--- src/rtl/tag_sort_list_mc_pkg.sv ---
// Shared node/state types and pool constants for the multi-channel tag-sort list.
package tag_sort_pkg;

    localparam int TAG_W    = 4;
    localparam int PID_W    = 4;
    localparam int ADDR_W   = 4;
    localparam int IDX_W    = 4;
    localparam int INIT_CNT = 2 ** IDX_W;

    typedef struct packed {
        logic [TAG_W-1:0]  tag;
        logic [PID_W-1:0]  pack_id;
        logic [ADDR_W-1:0] pack_addr;
        logic [IDX_W-1:0]  next;
        logic              last;
    } node_t;

    typedef enum logic [2:0] {
        INIT,
        IDLE,
        POP,
        WALK,
        LINK
    } state_t;

endpackage

--- src/rtl/tag_sort_list_mc_if.sv ---
// Request/response and status bundle of tag_sort_list_mc; slave = storage, master = client.
interface tag_sort_list_mc_if #(
    parameter int TAG_VALUE_WIDTH        = 4,
    parameter int PCK_ID_WIDTH           = 4,
    parameter int SPB_ADDR_WIDTH         = 4,
    parameter int TAG_STORAGE_ADDR_WIDTH = 4,
    parameter int NUM_CH                 = 2
);
    localparam int CH_W = (NUM_CH > 1) ? $clog2(NUM_CH) : 1;

    logic                              wr_req;
    logic [CH_W-1:0]                   wr_ch;
    logic [TAG_VALUE_WIDTH-1:0]        i_tag_value;
    logic [PCK_ID_WIDTH-1:0]           i_pack_id;
    logic [SPB_ADDR_WIDTH-1:0]         i_pack_addr;
    logic                              wr_ack;
    logic                              wr_done;
    logic                              wr_err;
    logic                              rd_req;
    logic [CH_W-1:0]                   rd_ch;
    logic                              rd_valid;
    logic                              rd_err;
    logic [TAG_VALUE_WIDTH-1:0]        op_tag;
    logic [PCK_ID_WIDTH-1:0]           op_pak_id;
    logic [SPB_ADDR_WIDTH-1:0]         op_addr;
    logic                              busy;
    logic [NUM_CH-1:0]                 ch_empty;
    logic                              full;
    logic [TAG_STORAGE_ADDR_WIDTH:0]   free_cnt;

    modport master (
        output wr_req, wr_ch, i_tag_value, i_pack_id, i_pack_addr, rd_req, rd_ch,
        input  wr_ack, wr_done, wr_err, rd_valid, rd_err, op_tag, op_pak_id, op_addr,
               busy, ch_empty, full, free_cnt
    );

    modport slave (
        input  wr_req, wr_ch, i_tag_value, i_pack_id, i_pack_addr, rd_req, rd_ch,
        output wr_ack, wr_done, wr_err, rd_valid, rd_err, op_tag, op_pak_id, op_addr,
               busy, ch_empty, full, free_cnt
    );

endinterface

--- src/rtl/tag_sort_list_mc_tag_cmp.sv ---
// Tag "less than" comparator; TAG_WRAP_EN selects serial-number ordering, else plain unsigned.
module tag_cmp #(
    parameter int W = 4
) (
    input  logic [W-1:0] a,
    input  logic [W-1:0] b,
    output logic         lt
);
`ifdef TAG_WRAP_EN
    logic [W-1:0] diff;

    // a<b when (b-a) mod 2**W lies in [1, 2**(W-1)-1]: non-zero with MSB clear
    always_comb begin
        diff = b - a;
        lt   = (diff != '0) && !diff[W-1];
    end
`else
    always_comb begin
        lt = (a < b);
    end
`endif
endmodule

--- src/rtl/tag_sort_list_mc.sv ---
// NUM_CH ascending-tag linked lists in one shared node pool with a LIFO free list.
// Build option: TAG_WRAP_EN (wrap-around tag ordering, resolved inside tag_cmp).
module tag_sort_list_mc
    import tag_sort_pkg::*;
#(
    parameter int TAG_VALUE_WIDTH        = TAG_W,
    parameter int PCK_ID_WIDTH           = PID_W,
    parameter int SPB_ADDR_WIDTH         = ADDR_W,
    parameter int TAG_STORAGE_ADDR_WIDTH = IDX_W,
    parameter int NUM_CH                 = 2
) (
    input logic               clk,
    input logic               rst,
    tag_sort_list_mc_if.slave bus
);
    localparam int M    = TAG_STORAGE_ADDR_WIDTH;
    localparam int D    = 2 ** M;
    localparam int CH_W = (NUM_CH > 1) ? $clog2(NUM_CH) : 1;
    localparam logic [M:0]   FULL_CNT = (M+1)'(INIT_CNT);
    localparam logic [M-1:0] LAST_IDX = M'(D - 1);

    state_t                      state_q, state_d;
    logic [M-1:0]                init_idx_q, init_idx_d;
    logic [M-1:0]                free_head_q, free_head_d;
    logic [M:0]                  free_cnt_q, free_cnt_d;
    logic [M-1:0]                head_q [NUM_CH];
    logic [M-1:0]                head_d [NUM_CH];
    logic [NUM_CH-1:0]           ch_empty_q, ch_empty_d;
    logic [CH_W-1:0]             req_ch_q, req_ch_d;
    logic [TAG_VALUE_WIDTH-1:0]  new_tag_q, new_tag_d;
    logic [PCK_ID_WIDTH-1:0]     new_id_q, new_id_d;
    logic [SPB_ADDR_WIDTH-1:0]   new_addr_q, new_addr_d;
    logic [M-1:0]                new_idx_q, new_idx_d;
    logic [M-1:0]                cur_q, cur_d;
    logic [M-1:0]                prev_q, prev_d;
    logic                        cur_valid_q, cur_valid_d;
    logic                        prev_valid_q, prev_valid_d;
    logic                        drop_q, drop_d;
    logic                        busy_q, busy_d;
    logic                        full_q, full_d;
    logic                        wr_ack_q, wr_ack_d;
    logic                        wr_done_q, wr_done_d;
    logic                        wr_err_q, wr_err_d;
    logic                        rd_valid_q, rd_valid_d;
    logic                        rd_err_q, rd_err_d;
    logic [TAG_VALUE_WIDTH-1:0]  op_tag_q, op_tag_d;
    logic [PCK_ID_WIDTH-1:0]     op_id_q, op_id_d;
    logic [SPB_ADDR_WIDTH-1:0]   op_addr_q, op_addr_d;
    node_t                       pool_q [D];
    node_t                       pool_d [D];
    node_t                       head_node;
    logic                        new_lt_cur;

    assign head_node = pool_q[head_q[req_ch_q]];

    tag_cmp #(.W(TAG_VALUE_WIDTH)) u_cmp (
        .a  (new_tag_q),
        .b  (pool_q[cur_q].tag),
        .lt (new_lt_cur)
    );

    always_comb begin
        state_d      = state_q;
        init_idx_d   = init_idx_q;
        free_head_d  = free_head_q;
        free_cnt_d   = free_cnt_q;
        head_d       = head_q;
        ch_empty_d   = ch_empty_q;
        req_ch_d     = req_ch_q;
        new_tag_d    = new_tag_q;
        new_id_d     = new_id_q;
        new_addr_d   = new_addr_q;
        new_idx_d    = new_idx_q;
        cur_d        = cur_q;
        prev_d       = prev_q;
        cur_valid_d  = cur_valid_q;
        prev_valid_d = prev_valid_q;
        drop_d       = drop_q;
        op_tag_d     = op_tag_q;
        op_id_d      = op_id_q;
        op_addr_d    = op_addr_q;
        wr_ack_d     = 1'b0;
        wr_done_d    = 1'b0;
        wr_err_d     = 1'b0;
        rd_valid_d   = 1'b0;
        rd_err_d     = 1'b0;
        pool_d       = pool_q;

        case (state_q)
            INIT: begin
                pool_d[init_idx_q]      = '0;
                pool_d[init_idx_q].next = init_idx_q + 1'b1;
                pool_d[init_idx_q].last = (init_idx_q == LAST_IDX);
                init_idx_d              = init_idx_q + 1'b1;
                if (init_idx_q == LAST_IDX) begin
                    state_d     = IDLE;
                    free_head_d = '0;
                    free_cnt_d  = FULL_CNT;
                end
            end
            IDLE: begin
                if (!busy_q) begin
                    if (bus.rd_req) begin
                        req_ch_d = bus.rd_ch;
                        state_d  = POP;
                    end else if (bus.wr_req) begin
                        wr_ack_d     = 1'b1;
                        req_ch_d     = bus.wr_ch;
                        new_tag_d    = bus.i_tag_value;
                        new_id_d     = bus.i_pack_id;
                        new_addr_d   = bus.i_pack_addr;
                        prev_valid_d = 1'b0;
                        state_d      = LINK;
                        drop_d       = (free_cnt_q == '0);
                        if (free_cnt_q != '0) begin
                            new_idx_d   = free_head_q;
                            free_head_d = pool_q[free_head_q].next;
                            cur_d       = head_q[bus.wr_ch];
                            cur_valid_d = !ch_empty_q[bus.wr_ch];
                            state_d     = WALK;
                        end
                    end
                end
            end
            POP: begin
                rd_valid_d = 1'b1;
                state_d    = IDLE;
                if (ch_empty_q[req_ch_q]) begin
                    rd_err_d = 1'b1;
                end else begin
                    op_tag_d         = head_node.tag;
                    op_id_d          = head_node.pack_id;
                    op_addr_d        = head_node.pack_addr;
                    head_d[req_ch_q] = head_node.next;
                    if (head_node.last) begin
                        ch_empty_d[req_ch_q] = 1'b1;
                    end
                    pool_d[head_q[req_ch_q]].next = free_head_q;
                    pool_d[head_q[req_ch_q]].last = (free_cnt_q == '0);
                    free_head_d = head_q[req_ch_q];
                    free_cnt_d  = free_cnt_q + 1'b1;
                end
            end
            WALK: begin
                // An exhausted list still spends one cycle here so tail inserts cost k+2 like the rest
                if (!cur_valid_q || new_lt_cur) begin
                    state_d = LINK;
                end else begin
                    prev_d       = cur_q;
                    prev_valid_d = 1'b1;
                    if (pool_q[cur_q].last) begin
                        cur_valid_d = 1'b0;
                    end else begin
                        cur_d = pool_q[cur_q].next;
                    end
                end
            end
            LINK: begin
                wr_done_d = 1'b1;
                wr_err_d  = drop_q;
                state_d   = IDLE;
                if (!drop_q) begin
                    pool_d[new_idx_q].tag       = new_tag_q;
                    pool_d[new_idx_q].pack_id   = new_id_q;
                    pool_d[new_idx_q].pack_addr = new_addr_q;
                    pool_d[new_idx_q].next      = cur_q;
                    pool_d[new_idx_q].last      = !cur_valid_q;
                    if (prev_valid_q) begin
                        pool_d[prev_q].next = new_idx_q;
                        pool_d[prev_q].last = 1'b0;
                    end else begin
                        head_d[req_ch_q] = new_idx_q;
                    end
                    ch_empty_d[req_ch_q] = 1'b0;
                    free_cnt_d           = free_cnt_q - 1'b1;
                end
            end
            default: state_d = INIT;
        endcase

        busy_d = (state_d != IDLE) || (state_q == INIT);
        full_d = (free_cnt_d == '0) && (state_d != INIT);
    end

    always_ff @(posedge clk or negedge rst) begin
        if (!rst) begin
            state_q      <= INIT;
            init_idx_q   <= '0;
            free_head_q  <= '0;
            free_cnt_q   <= '0;
            for (int unsigned i = 0; i < NUM_CH; i++) begin
                head_q[i] <= '0;
            end
            ch_empty_q   <= '1;
            req_ch_q     <= '0;
            new_tag_q    <= '0;
            new_id_q     <= '0;
            new_addr_q   <= '0;
            new_idx_q    <= '0;
            cur_q        <= '0;
            prev_q       <= '0;
            cur_valid_q  <= 1'b0;
            prev_valid_q <= 1'b0;
            drop_q       <= 1'b0;
            busy_q       <= 1'b0;
            full_q       <= 1'b0;
            wr_ack_q     <= 1'b0;
            wr_done_q    <= 1'b0;
            wr_err_q     <= 1'b0;
            rd_valid_q   <= 1'b0;
            rd_err_q     <= 1'b0;
            op_tag_q     <= '0;
            op_id_q      <= '0;
            op_addr_q    <= '0;
        end else begin
            state_q      <= state_d;
            init_idx_q   <= init_idx_d;
            free_head_q  <= free_head_d;
            free_cnt_q   <= free_cnt_d;
            head_q       <= head_d;
            ch_empty_q   <= ch_empty_d;
            req_ch_q     <= req_ch_d;
            new_tag_q    <= new_tag_d;
            new_id_q     <= new_id_d;
            new_addr_q   <= new_addr_d;
            new_idx_q    <= new_idx_d;
            cur_q        <= cur_d;
            prev_q       <= prev_d;
            cur_valid_q  <= cur_valid_d;
            prev_valid_q <= prev_valid_d;
            drop_q       <= drop_d;
            busy_q       <= busy_d;
            full_q       <= full_d;
            wr_ack_q     <= wr_ack_d;
            wr_done_q    <= wr_done_d;
            wr_err_q     <= wr_err_d;
            rd_valid_q   <= rd_valid_d;
            rd_err_q     <= rd_err_d;
            op_tag_q     <= op_tag_d;
            op_id_q      <= op_id_d;
            op_addr_q    <= op_addr_d;
        end
    end

    // Pool contents are rebuilt by INIT after every reset, so the array carries no reset
    always_ff @(posedge clk) begin
        pool_q <= pool_d;
    end

    assign bus.wr_ack    = wr_ack_q;
    assign bus.wr_done   = wr_done_q;
    assign bus.wr_err    = wr_err_q;
    assign bus.rd_valid  = rd_valid_q;
    assign bus.rd_err    = rd_err_q;
    assign bus.op_tag    = op_tag_q;
    assign bus.op_pak_id = op_id_q;
    assign bus.op_addr   = op_addr_q;
    assign bus.busy      = busy_q;
    assign bus.ch_empty  = ch_empty_q;
    assign bus.full      = full_q;
    assign bus.free_cnt  = free_cnt_q;

endmodule
--- src/flat_wrapper.sv ---
// flat-port wrapper written by rule: the top's interface ports become plain ports
module tag_sort_list_mc_flat import tag_sort_pkg::*;
#(
    parameter int TAG_VALUE_WIDTH        = TAG_W,
    parameter int PCK_ID_WIDTH           = PID_W,
    parameter int SPB_ADDR_WIDTH         = ADDR_W,
    parameter int TAG_STORAGE_ADDR_WIDTH = IDX_W,
    parameter int NUM_CH                 = 2
)
  (clk, rst, bus_wr_req, bus_wr_ch, bus_i_tag_value, bus_i_pack_id, bus_i_pack_addr, bus_rd_req, bus_rd_ch, bus_wr_ack, bus_wr_done, bus_wr_err, bus_rd_valid, bus_rd_err, bus_op_tag, bus_op_pak_id, bus_op_addr, bus_busy, bus_ch_empty, bus_full, bus_free_cnt);
  tag_sort_list_mc_if #(.TAG_VALUE_WIDTH(TAG_VALUE_WIDTH), .PCK_ID_WIDTH(PCK_ID_WIDTH), .SPB_ADDR_WIDTH(SPB_ADDR_WIDTH), .TAG_STORAGE_ADDR_WIDTH(TAG_STORAGE_ADDR_WIDTH), .NUM_CH(NUM_CH)) bus_i ();
  input logic clk;
  input logic rst;
  input wire logic [$bits(bus_i.wr_req)-1:0] bus_wr_req;
  input wire logic [$bits(bus_i.wr_ch)-1:0] bus_wr_ch;
  input wire logic [$bits(bus_i.i_tag_value)-1:0] bus_i_tag_value;
  input wire logic [$bits(bus_i.i_pack_id)-1:0] bus_i_pack_id;
  input wire logic [$bits(bus_i.i_pack_addr)-1:0] bus_i_pack_addr;
  input wire logic [$bits(bus_i.rd_req)-1:0] bus_rd_req;
  input wire logic [$bits(bus_i.rd_ch)-1:0] bus_rd_ch;
  output wire logic [$bits(bus_i.wr_ack)-1:0] bus_wr_ack;
  output wire logic [$bits(bus_i.wr_done)-1:0] bus_wr_done;
  output wire logic [$bits(bus_i.wr_err)-1:0] bus_wr_err;
  output wire logic [$bits(bus_i.rd_valid)-1:0] bus_rd_valid;
  output wire logic [$bits(bus_i.rd_err)-1:0] bus_rd_err;
  output wire logic [$bits(bus_i.op_tag)-1:0] bus_op_tag;
  output wire logic [$bits(bus_i.op_pak_id)-1:0] bus_op_pak_id;
  output wire logic [$bits(bus_i.op_addr)-1:0] bus_op_addr;
  output wire logic [$bits(bus_i.busy)-1:0] bus_busy;
  output wire logic [$bits(bus_i.ch_empty)-1:0] bus_ch_empty;
  output wire logic [$bits(bus_i.full)-1:0] bus_full;
  output wire logic [$bits(bus_i.free_cnt)-1:0] bus_free_cnt;
  assign bus_i.wr_req = bus_wr_req;
  assign bus_i.wr_ch = bus_wr_ch;
  assign bus_i.i_tag_value = bus_i_tag_value;
  assign bus_i.i_pack_id = bus_i_pack_id;
  assign bus_i.i_pack_addr = bus_i_pack_addr;
  assign bus_i.rd_req = bus_rd_req;
  assign bus_i.rd_ch = bus_rd_ch;
  assign bus_wr_ack = bus_i.wr_ack;
  assign bus_wr_done = bus_i.wr_done;
  assign bus_wr_err = bus_i.wr_err;
  assign bus_rd_valid = bus_i.rd_valid;
  assign bus_rd_err = bus_i.rd_err;
  assign bus_op_tag = bus_i.op_tag;
  assign bus_op_pak_id = bus_i.op_pak_id;
  assign bus_op_addr = bus_i.op_addr;
  assign bus_busy = bus_i.busy;
  assign bus_ch_empty = bus_i.ch_empty;
  assign bus_full = bus_i.full;
  assign bus_free_cnt = bus_i.free_cnt;
  tag_sort_list_mc #(.TAG_VALUE_WIDTH(TAG_VALUE_WIDTH), .PCK_ID_WIDTH(PCK_ID_WIDTH), .SPB_ADDR_WIDTH(SPB_ADDR_WIDTH), .TAG_STORAGE_ADDR_WIDTH(TAG_STORAGE_ADDR_WIDTH), .NUM_CH(NUM_CH)) u_core (.clk(clk), .rst(rst), .bus(bus_i));
endmodule
--- config.mk ---
export PLATFORM = sky130hd
export DESIGN_NAME = tag_sort_list_mc_flat
export DESIGN_NICKNAME = d
export VERILOG_FILES = /design/src/rtl/tag_sort_list_mc_pkg.sv /design/src/rtl/tag_sort_list_mc_if.sv /design/src/rtl/tag_sort_list_mc_tag_cmp.sv /design/src/rtl/tag_sort_list_mc.sv /design/src/flat_wrapper.sv
export SDC_FILE = /design/constraint.sdc
export NUM_CORES = 1
export LEC_CHECK = 0
export CAP_MARGIN = 20
export CORE_MARGIN = 5
export CORE_UTILIZATION = 35
export CTS_CLUSTER_SIZE = 24
export DETAILED_ROUTE_END_ITERATION = 8
export DONT_BUFFER_PORTS = 1
export MAX_ROUTING_LAYER = met4
export PLACE_DENSITY = 0.61
export SYNTH_ARGS = -nofsm -noshare
export SYNTH_HDL_FRONTEND = slang
export SYNTH_SLANG_ARGS = --single-unit
--- constraint.sdc ---
create_clock -name clk -period 5.9 [get_ports clk]
set_input_delay 1.18 -clock clk [delete_from_list [all_inputs] [get_ports clk]]
set_output_delay 1.18 -clock clk [all_outputs]
set_load 0.01 [all_outputs]
==> flow_summary.toml <==
[critical_path]
reg2reg_setup_slack_ns = 1.91
worstPathMaxFanout = 17
crit_end = "u_core.pool_q[39]"
r2r.worst_path.cells = 5
reg2reg_to = "u_core.pool_q[39]"
crit_start = "u_core.new_idx_q[0]"
cp-start-kind = "flip-flop"
critPathRequiredTime_ns = 6.23
endpoint_kind = "flip-flop"
crit_type = "flip-flop to flip-flop"
worstReg2RegStart = "u_core.new_idx_q[0]"
worstPathArrival_ns = 4.32

[clock_tree]
numCtsBuffers = 39
ctsHoldBuffers = 0
cts_resized = 0
clkTransAtPathRegs_ns = 0.06
h-tree-depth = 2
root_buffer = "clkbuf_16"
cts.sinks = 345
post_cts_buffers = 0
cts_tree = "yes"
clk_latency_ns = 0.58
cts_buffer_depth = 3

[logic_synthesis]
synth_flop_cell = "edfxtp_1"
syn_nets = 2142
ys_ff_latch = 345
syn_area_um2 = 22000
synth.most_common_cell = "nand2_1"
synth_edf_count = 272
avgSynthCellArea_um2 = 10.4
synth_area_leader_cell = "edfxtp_1"
synthDistinctLibCells = 73
yosysTopAreaCellShare_pct = 37.2
synth_warnings = 0
yosys-top-cells-area = "edfxtp_1, dfrtp_1, a22o_1, mux4_2, mux2i_1"
synthTopCellsByCount = "nand2_1, edfxtp_1, a22o_1"
async_flop_share_pct = 21.2
synth_seq_area_share_pct = 45.5
synth_cells = 2115

[timing]
setup_tns_ns = 0
slew_violations = 0
setup_slack_ns = 1.91
finClkSkew_ns = 0.0192
layout_min_cycle_time_ns = 3.99
rsz0062_at_grt = "no"
tightest_slew_ns = 1.15
max_freq_ghz = 0.251
setup_viol = 0
final-hold-violation-count = 0
worst_slew_margin_rel_pct = 22.7
period_share_pct = 67.6

[power_and_ir_drop]
leakagePower_nw = 9.66
ir_drop_uv = 379
powerDensity_nw_per_um2 = 633

[final_layout]
fillCellCount = 6005
final_nets = 2018
drive_gt1_share_pct = 12.7
stdcell_count = 2860
area_growth_pct = 8.70

[min_path]
hold_path.class = "primary input to async pin"

[drt]
wl_um = 78600
drc = 0
drtPass1Iterations = 5
vias_per_cell = 6.56
postRouteAntennaNets = 0
drt-initial-drc-count = 2691
wire_per_inst_um = 27.5
via_count = 18800

[place]
placed_cells = 2780
place_congestion = 1.01
port_buffers = 0
dp_slack_ns = 1.84
dpl.hpwl_um = 50700

[grt]
grt_pass1_vias = 17600
grt_max_degree = 103
grt_usage_pct = 23.0
overflow = 0
antenna_found_initial = 0
grt_pass1_wl_um = 117000

[flow_run]
maxCapViolations = 0

[die]
fp.dieH_um = 261
core_um2 = 61900
start_util_pct = 35.5
pin_count = 44
fp.dieW_um = 261
num_rows = 91
die-area_um2 = 67900

[outcome]
status = "finished, final reports clean"
==> power breakdown <==
part	internal, mW	switching [mW]	leakage [nW]
logic	2.74	4.32	5.37
registers	4.15	1.38	3.65
clock network	1.45	1.09	0.637
==> per-layer routing <==
layer / up-vias / part of all wire [%] / global-route usage [%]
met5: - / 0 / -
met4: 0 / 5.0 / 9.47
met3: 257 / 11 / 4.81
met2: 1367 / 43 / 33.6
met1: 9257 / 40 / 31.2
li1: 7876 / - / -
==> worst max-delay path, cell delays in order (launching register included) <==
cell,delay [ns]
dfrtp_1,0.85
nor2b_1,0.45
nand3_1,0.50
nor2_1,0.96
o21ai_1,0.59
a22o_1,0.36
==> placed cells by master (no fill, tap or decap), types with 27 or more instances in the layout <==
master,synthesis,routed
nand3_1,69,69
dfrtp_1,71,69
mux2_2,36,36
a211oi_1,27,27
mux2i_1,137,136
edfxtp_1,272,272
o22ai_1,29,29
and3_1,41,41
mux4_2,72,72
a22o_1,196,196
clkbuf_16,0,39
nand2_1,355,354
nor2_1,135,135
o21ai_0,62,62
a311oi_1,36,36
a21oi_1,106,105
buf_4,2,46
==> how the worst min path moves through the flow <==
stage / to / cells past startpoint / slack, ns / from
final: u_core.init_idx_q[2] / 0 / 0.29 / rst
after global routing: u_core.init_idx_q[2] / 0 / 0.28 / rst
after CTS: u_core.bus.op_tag[3] / 0 / 0.27 / rst
after detailed placement: u_core.free_head_q[1] / 2 / 0.54 / u_core.free_head_q[1]
after global placement: u_core.free_head_q[1] / 2 / 0.53 / u_core.free_head_q[1]
after floorplan: u_core.bus.op_addr[0] / 2 / 0.52 / u_core.bus.op_addr[0]
==> kinds of logic after synthesis <==
group / count (synthesis) / share of synthesized area [%]
AO/OA/AOI/OAI: 600 / 19.9
XOR/XNOR: 4 / 0.160
adder cells (fa/ha/maj): 9 / 0.513
buffers and inverters: 236 / 4.57
flip-flops: 345 / 45.5
multiplexers: 250 / 15.9
AND/OR/NAND/NOR: 671 / 13.4
==> metrics by stage <==
step / utilization, % / hold WS (ns) / instance area, um2 / power (mW)
finish: 38.6 / 0.294 / 23900 / 15.1
global placement: 36.3 / 0.526 / 22500 / 12.2
CTS: 38.4 / 0.267 / 23800 / 14.9
global route: 38.5 / 0.280 / 23900 / 15.7
floorplan: - / 0.517 / 22000 / 9.97
detailed placement: 36.3 / 0.542 / 22500 / 12.3
==> final cells by class <==
cell class / count / area (um2) / share of cell area (%)
multi-input cells: 1534 / 11000 / 46.1
flip-flops and latches: 345 / 10000 / 41.9
clock buffers: 58 / 1150 / 4.81
well taps: 837 / 1050 / 4.39
repair buffers: 51 / 438 / 1.83
clock inverters: 14 / 163 / 0.681
inverters: 20 / 80.1 / 0.335
diodes: 1 / 2.50 / 0.0105
No activity file was read; power rests on OpenSTA's default activity.
